**config.mk**
```make
export PLATFORM = sky130hd
export DESIGN_NAME = javk_bus_ctrl
export DESIGN_NICKNAME = d
export VERILOG_FILES = /design/src/rtl/javk_bus_pkg.sv /design/src/rtl/javk_bus_arb.sv /design/src/rtl/javk_bus_ctrl.sv
export SDC_FILE = /design/constraint.sdc
export NUM_CORES = 1
export LEC_CHECK = 0
export ABC_AREA = 0
export ABC_CLOCK_PERIOD_IN_PS = 2000
export CORE_UTILIZATION = 42
export DETAILED_ROUTE_END_ITERATION = 8
export GPL_TIMING_DRIVEN = 0
export PLACE_DENSITY = 0.81
export SETUP_SLACK_MARGIN = 0.4
export SYNTH_ARGS = -nofsm -noshare
export SYNTH_HDL_FRONTEND = slang
export SYNTH_SLANG_ARGS = --single-unit
```
**constraint.sdc**
```tcl
create_clock -name clk -period 2 [get_ports clk]
set_input_delay 0.4 -clock clk [delete_from_list [all_inputs] [get_ports clk]]
set_output_delay 0.4 -clock clk [all_outputs]
set_load 0.05 [all_outputs]
```
**src/rtl/javk_bus_pkg.sv**
```systemverilog
// Shared encodings and sizes for the JAVK external bus sequencer.
package javk_bus_pkg;

    localparam int unsigned ADDR_W_DEF = 16;
    localparam int unsigned DATA_W_DEF = 8;
    localparam int unsigned WAIT_MAX   = 15;
    localparam int unsigned CNT_W      = 4;

    typedef enum logic [1:0] {
        ST_IDLE   = 2'b00,
        ST_ACCESS = 2'b01,
        ST_RESP   = 2'b10
    } state_t;

    typedef enum logic {
        OWN_IF = 1'b0,
        OWN_LS = 1'b1
    } owner_t;

endpackage

```
**src/rtl/javk_bus_arb.sv**
```systemverilog
// Grant selection between fetch and load/store; LS wins unless it won last time.
module javk_bus_arb
    import javk_bus_pkg::*;
(
    input  logic   if_req,
    input  logic   ls_req,
    input  logic   last_ls,
    output logic   grant_valid,
    output owner_t grant_owner
);

    assign grant_valid = if_req | ls_req;

    // Alternate under contention, single requester always wins
    always_comb begin
        grant_owner = OWN_IF;
        if (ls_req && !(if_req && last_ls)) begin
            grant_owner = OWN_LS;
        end
    end

endmodule

```
**src/rtl/javk_bus_ctrl.sv**
```systemverilog
// Serializes fetch and load/store requests onto the single external memory bus
// with programmable wait states and a turnaround cycle after every access.
module javk_bus_ctrl
    import javk_bus_pkg::*;
#(
    parameter int unsigned WAIT_STATES = 1,
    parameter int unsigned ADDR_W      = ADDR_W_DEF,
    parameter int unsigned DATA_W      = DATA_W_DEF
) (
    input  logic              clk,
    input  logic              rst,
    input  logic              if_req,
    input  logic [ADDR_W-1:0] if_addr,
    output logic              if_done,
    output logic [DATA_W-1:0] if_rdata,
    input  logic              ls_req,
    input  logic              ls_we,
    input  logic [ADDR_W-1:0] ls_addr,
    input  logic [DATA_W-1:0] ls_wdata,
    output logic              ls_done,
    output logic [DATA_W-1:0] ls_rdata,
    output logic [ADDR_W-1:0] addrbus,
    output logic              rw,
    output logic [DATA_W-1:0] dout,
    input  logic [DATA_W-1:0] din,
    output logic              busy
);

    localparam logic [CNT_W-1:0] CNT_LOAD = CNT_W'(WAIT_STATES);

    state_t            state, state_nxt;
    logic [CNT_W-1:0]  cnt, cnt_nxt;
    owner_t            owner, owner_nxt;
    logic              last_ls, last_ls_nxt;
    logic [ADDR_W-1:0] addrbus_nxt;
    logic              rw_nxt;
    logic [DATA_W-1:0] dout_nxt;
    logic              if_done_nxt, ls_done_nxt;
    logic [DATA_W-1:0] if_rdata_nxt, ls_rdata_nxt;
    logic              busy_nxt;
    logic              grant_valid;
    owner_t            grant_owner;

    javk_bus_arb u_arb (
        .if_req      (if_req),
        .ls_req      (ls_req),
        .last_ls     (last_ls),
        .grant_valid (grant_valid),
        .grant_owner (grant_owner)
    );

    // State and registered bus/handshake outputs
    always_ff @(posedge clk or posedge rst) begin
        if (rst) begin
            state    <= ST_IDLE;
            cnt      <= '0;
            owner    <= OWN_IF;
            last_ls  <= 1'b0;
            addrbus  <= '0;
            rw       <= 1'b0;
            dout     <= '0;
            if_done  <= 1'b0;
            ls_done  <= 1'b0;
            if_rdata <= '0;
            ls_rdata <= '0;
            busy     <= 1'b0;
        end else begin
            state    <= state_nxt;
            cnt      <= cnt_nxt;
            owner    <= owner_nxt;
            last_ls  <= last_ls_nxt;
            addrbus  <= addrbus_nxt;
            rw       <= rw_nxt;
            dout     <= dout_nxt;
            if_done  <= if_done_nxt;
            ls_done  <= ls_done_nxt;
            if_rdata <= if_rdata_nxt;
            ls_rdata <= ls_rdata_nxt;
            busy     <= busy_nxt;
        end
    end

    // Next-state and next-output logic; addrbus itself is the latched address
    always_comb begin
        state_nxt    = state;
        cnt_nxt      = cnt;
        owner_nxt    = owner;
        last_ls_nxt  = last_ls;
        addrbus_nxt  = addrbus;
        rw_nxt       = rw;
        dout_nxt     = dout;
        if_done_nxt  = 1'b0;
        ls_done_nxt  = 1'b0;
        if_rdata_nxt = if_rdata;
        ls_rdata_nxt = ls_rdata;

        case (state)
            ST_IDLE: begin
                rw_nxt = 1'b0;
                if (grant_valid) begin
                    owner_nxt = grant_owner;
                    cnt_nxt   = CNT_LOAD;
                    state_nxt = ST_ACCESS;
                    if (grant_owner == OWN_LS) begin
                        addrbus_nxt = ls_addr;
                        rw_nxt      = ls_we;
                        if (ls_we) begin
                            dout_nxt = ls_wdata;
                        end
                    end else begin
                        addrbus_nxt = if_addr;
                    end
                end
            end
            ST_ACCESS: begin
                if (cnt != '0) begin
                    cnt_nxt = cnt - CNT_W'(1);
                end else begin
                    state_nxt = ST_RESP;
                    rw_nxt    = 1'b0;
                    if (owner == OWN_LS) begin
                        ls_done_nxt = 1'b1;
                        if (!rw) begin
                            ls_rdata_nxt = din;
                        end
                    end else begin
                        if_done_nxt  = 1'b1;
                        if_rdata_nxt = din;
                    end
                end
            end
            ST_RESP: begin
                rw_nxt      = 1'b0;
                last_ls_nxt = (owner == OWN_LS);
                state_nxt   = ST_IDLE;
            end
            default: begin
                state_nxt = ST_IDLE;
                rw_nxt    = 1'b0;
            end
        endcase

        busy_nxt = (state_nxt != ST_IDLE);
    end

endmodule

```
==> flow_summary.ini <==
[run_status]
run_status = finished, final reports clean

[logic_synthesis]
synth_common_cells = 52 x dfrtp_1, 33 x nand2_1, 25 x mux2_2
synthCells = 191
synth_edf_count = 0
ys_seq_elements = 52
synth_area_um2 = 2240
yosysMostFrequentCell = dfrtp_1
synth_top_area_share_pct = 58.1
syn_avg_cell_area_um2 = 11.7
syn_nets = 246
synth_area_leaders = dfrtp_1 58%, mux2_2 13%, nand2_1 5.5%
yosysWarnings = 0
ys_types = 37
synth.largest_area_cell = dfrtp_1
seq_area_frac_synth_pct = 58.1
ys.flop_type = dfrtp_1
ys_async_sr_fraction_pct = 100

[final_layout]
num-fill-cells = 454
stdcell_count = 371
fin_nets = 355
n_antenna_cell = 0
area_growth_pct = 49.8
drive_gt1_share_pct = 28.6
utilization_pct = 65.7

[placement]
place_inst = 357
gp_congestion = 0.795
dp_hpwl_um = 3640
portBuffers = 96

[setup_path]
critical-path-top-delay-family = buffers and inverters
r2r_slack_ps = 480
crit_path_start_kind = flip-flop
critPathMaxFanout = 2
critPathRequiredTime_ps = 1600
r2r_cells = 6
critPathMaxStageDelay_ps = 520
cp-end-kind = output port
cp_cell_sequence = dlygate4sd2_1
path_buf_inv = 1
slowest_stage = dlygate4sd2_1
critPathArrivalTime_ps = 1150
path_class = reg2out
path_depth = 1

[global_routing]
antenna_found_initial = 0
grt_usage_pct = 19.6
grt_pass1_wl_um = 8260
grt_max_degree = 53
grt_pass1_vias = 1834
gr-total-overflow = 0

[clocking]
cts_tree = built
worst_skew_pair.late_latency_ps = 300
htree_levels = 2
path_clk_slew_ps = 80
clockBufferDepth = 2
numCtsBuffers = 5
cts-root-buf = clkbuf_8
clock_sinks = 52

[power_and_ir_drop]
p_leak_nw = 1.52
vdd_ir_drop_max_mv = 0.717
p_per_area_nw_per_um2 = 1830
finalPower_mw = 6.14

[die]
initial_core_util_pct = 43.9
die_w_um = 75.0
die_h_um = 75.0
die_area_um2 = 5630
row_count = 26
io-pin-count = 97
coreArea_um2 = 5110

[route]
vias_per_cell = 5.00
drcViolationCount = 0
postRouteAntennaNets = 0
drt_iter0_drc = 50
drt-pass1-iter-count = 4
routedWlPerCell_um = 13.6
routed_wl_um = 5060
vias = 1855

[timing]
period_needed_ps = 1550
slew_violations = 0
worst_pin_slew_ps = 1070
maxSlewHeadroom_pct = 28.6
hold_viol_final = 0
rsz0062_at_grt = false
fin_crit_sh_pct = 77.7
max_freq_mhz = 644
setup_viol = 0
fin_skew_ps = 11.0

[min_path]
holdPathStages = 1
hold_path_class = reg2reg

[flow_run]
max_cap_viol_count = 0
-- path summary, 6_finish.rpt --
path	from	endpoint
worst max-delay path	rw	rw
worst min-delay path	dout[1]	dout[1]
worst max register to register	cnt[1]	if_rdata[6]
worst min register to register	dout[1]	dout[1]
max in group asynchronous	rst	state[0]
min in group asynchronous	rst	if_rdata[6]
-- worst reg2reg max path: cells and delay by family, from the launching register on --
| kind | cells | cell delay (ps) |
|---|---|---|
| flops | 1 | 400 |
| mux | 1 | 340 |
| simple gates | 2 | 280 |
| buf+inv | 2 | 240 |
| fa+ha+maj | 1 | 160 |
-- cells in the final DEF (no fill, tap or decap), types with 4 or more instances in the layout --
| cell | netlist | layout |
|---|---|---|
| clkbuf_8 | 0 | 5 |
| mux2_2 | 25 | 24 |
| clkdlybuf4s15_1 | 0 | 14 |
| a21oi_1 | 16 | 16 |
| dlygate4sd2_1 | 0 | 4 |
| buf_4 | 0 | 8 |
| clkbuf_2 | 0 | 29 |
| clkdlybuf4s50_1 | 0 | 50 |
| nand2_1 | 33 | 33 |
| a31oi_1 | 16 | 16 |
| inv_1 | 6 | 4 |
| dfrtp_1 | 52 | 52 |
-- stage by stage --
step	setup slack (ps)	area (µm²)	TNS, ps	hold WS, ps
after floorplan	467	2240	0	455
after global placement	-21.9	3290	-162	486
after detailed placement	-60.9	3290	-476	493
after CTS	376	3400	0	508
after global routing	366	3360	0	526
final	446	3360	0	502
-- sequential cells by signal, indices dropped and copies added (netlist names) --
name,flops
last_ls,1
dout,8
ls_rdata,8
state,2
ls_done,1
cnt,4
if_done,1
rw,1
addrbus,16
owner,1
if_rdata,8
busy,1
-- metal layers --
metal | global-route usage [%] | share of wire (%) | up-vias
met1 | 22.7 | 39 | 895
li1 | - | - | 893
met5 | 0 | 0 | -
met3 | 7.36 | 7.0 | 5
met4 | 5.03 | 1.2 | 0
met2 | 34.2 | 52 | 62
-- what timing repair did --
action                                  in CTS  in global routing
buffers inserted                             2                  4
endpoints found under the setup margin      74                 75
cloned                                       0                  0
hold buffers                                 0                  0
gates resized for setup                     65                 62
pin swaps                                    0                  1
-- power by group --
group | total (mW) | switching, mW | internal, mW
sequential | 1.90 | 0.332 | 1.57
clock | 0.699 | 0.327 | 0.372
combinational | 3.54 | 2.39 | 1.15
-- kinds of logic (layout without fill, tap and decap cells) --
logic type,after synthesis,count (layout),share of synthesized area (%)
buffers and inverters,14,124,2.96
muxes,25,25,12.6
and+or+nand+nor,55,55,13.2
AOI/OAI and AO/OA,43,43,12.0
DFF,52,52,58.1
adders and majority gates,2,2,1.12
-- final cells by class --
type / count / area [µm²] / area share [%]
sequential: 52 / 1300 / 38.8
multi-input combinational: 125 / 913 / 27.2
timing repair buffer: 102 / 868 / 25.9
tap: 70 / 87.6 / 2.61
clock buffer: 6 / 72.6 / 2.16
buffer: 8 / 51.3 / 1.53
clock inverter: 2 / 35.0 / 1.04
inverter: 6 / 26.3 / 0.783
Power figures use the tool's default switching activity.
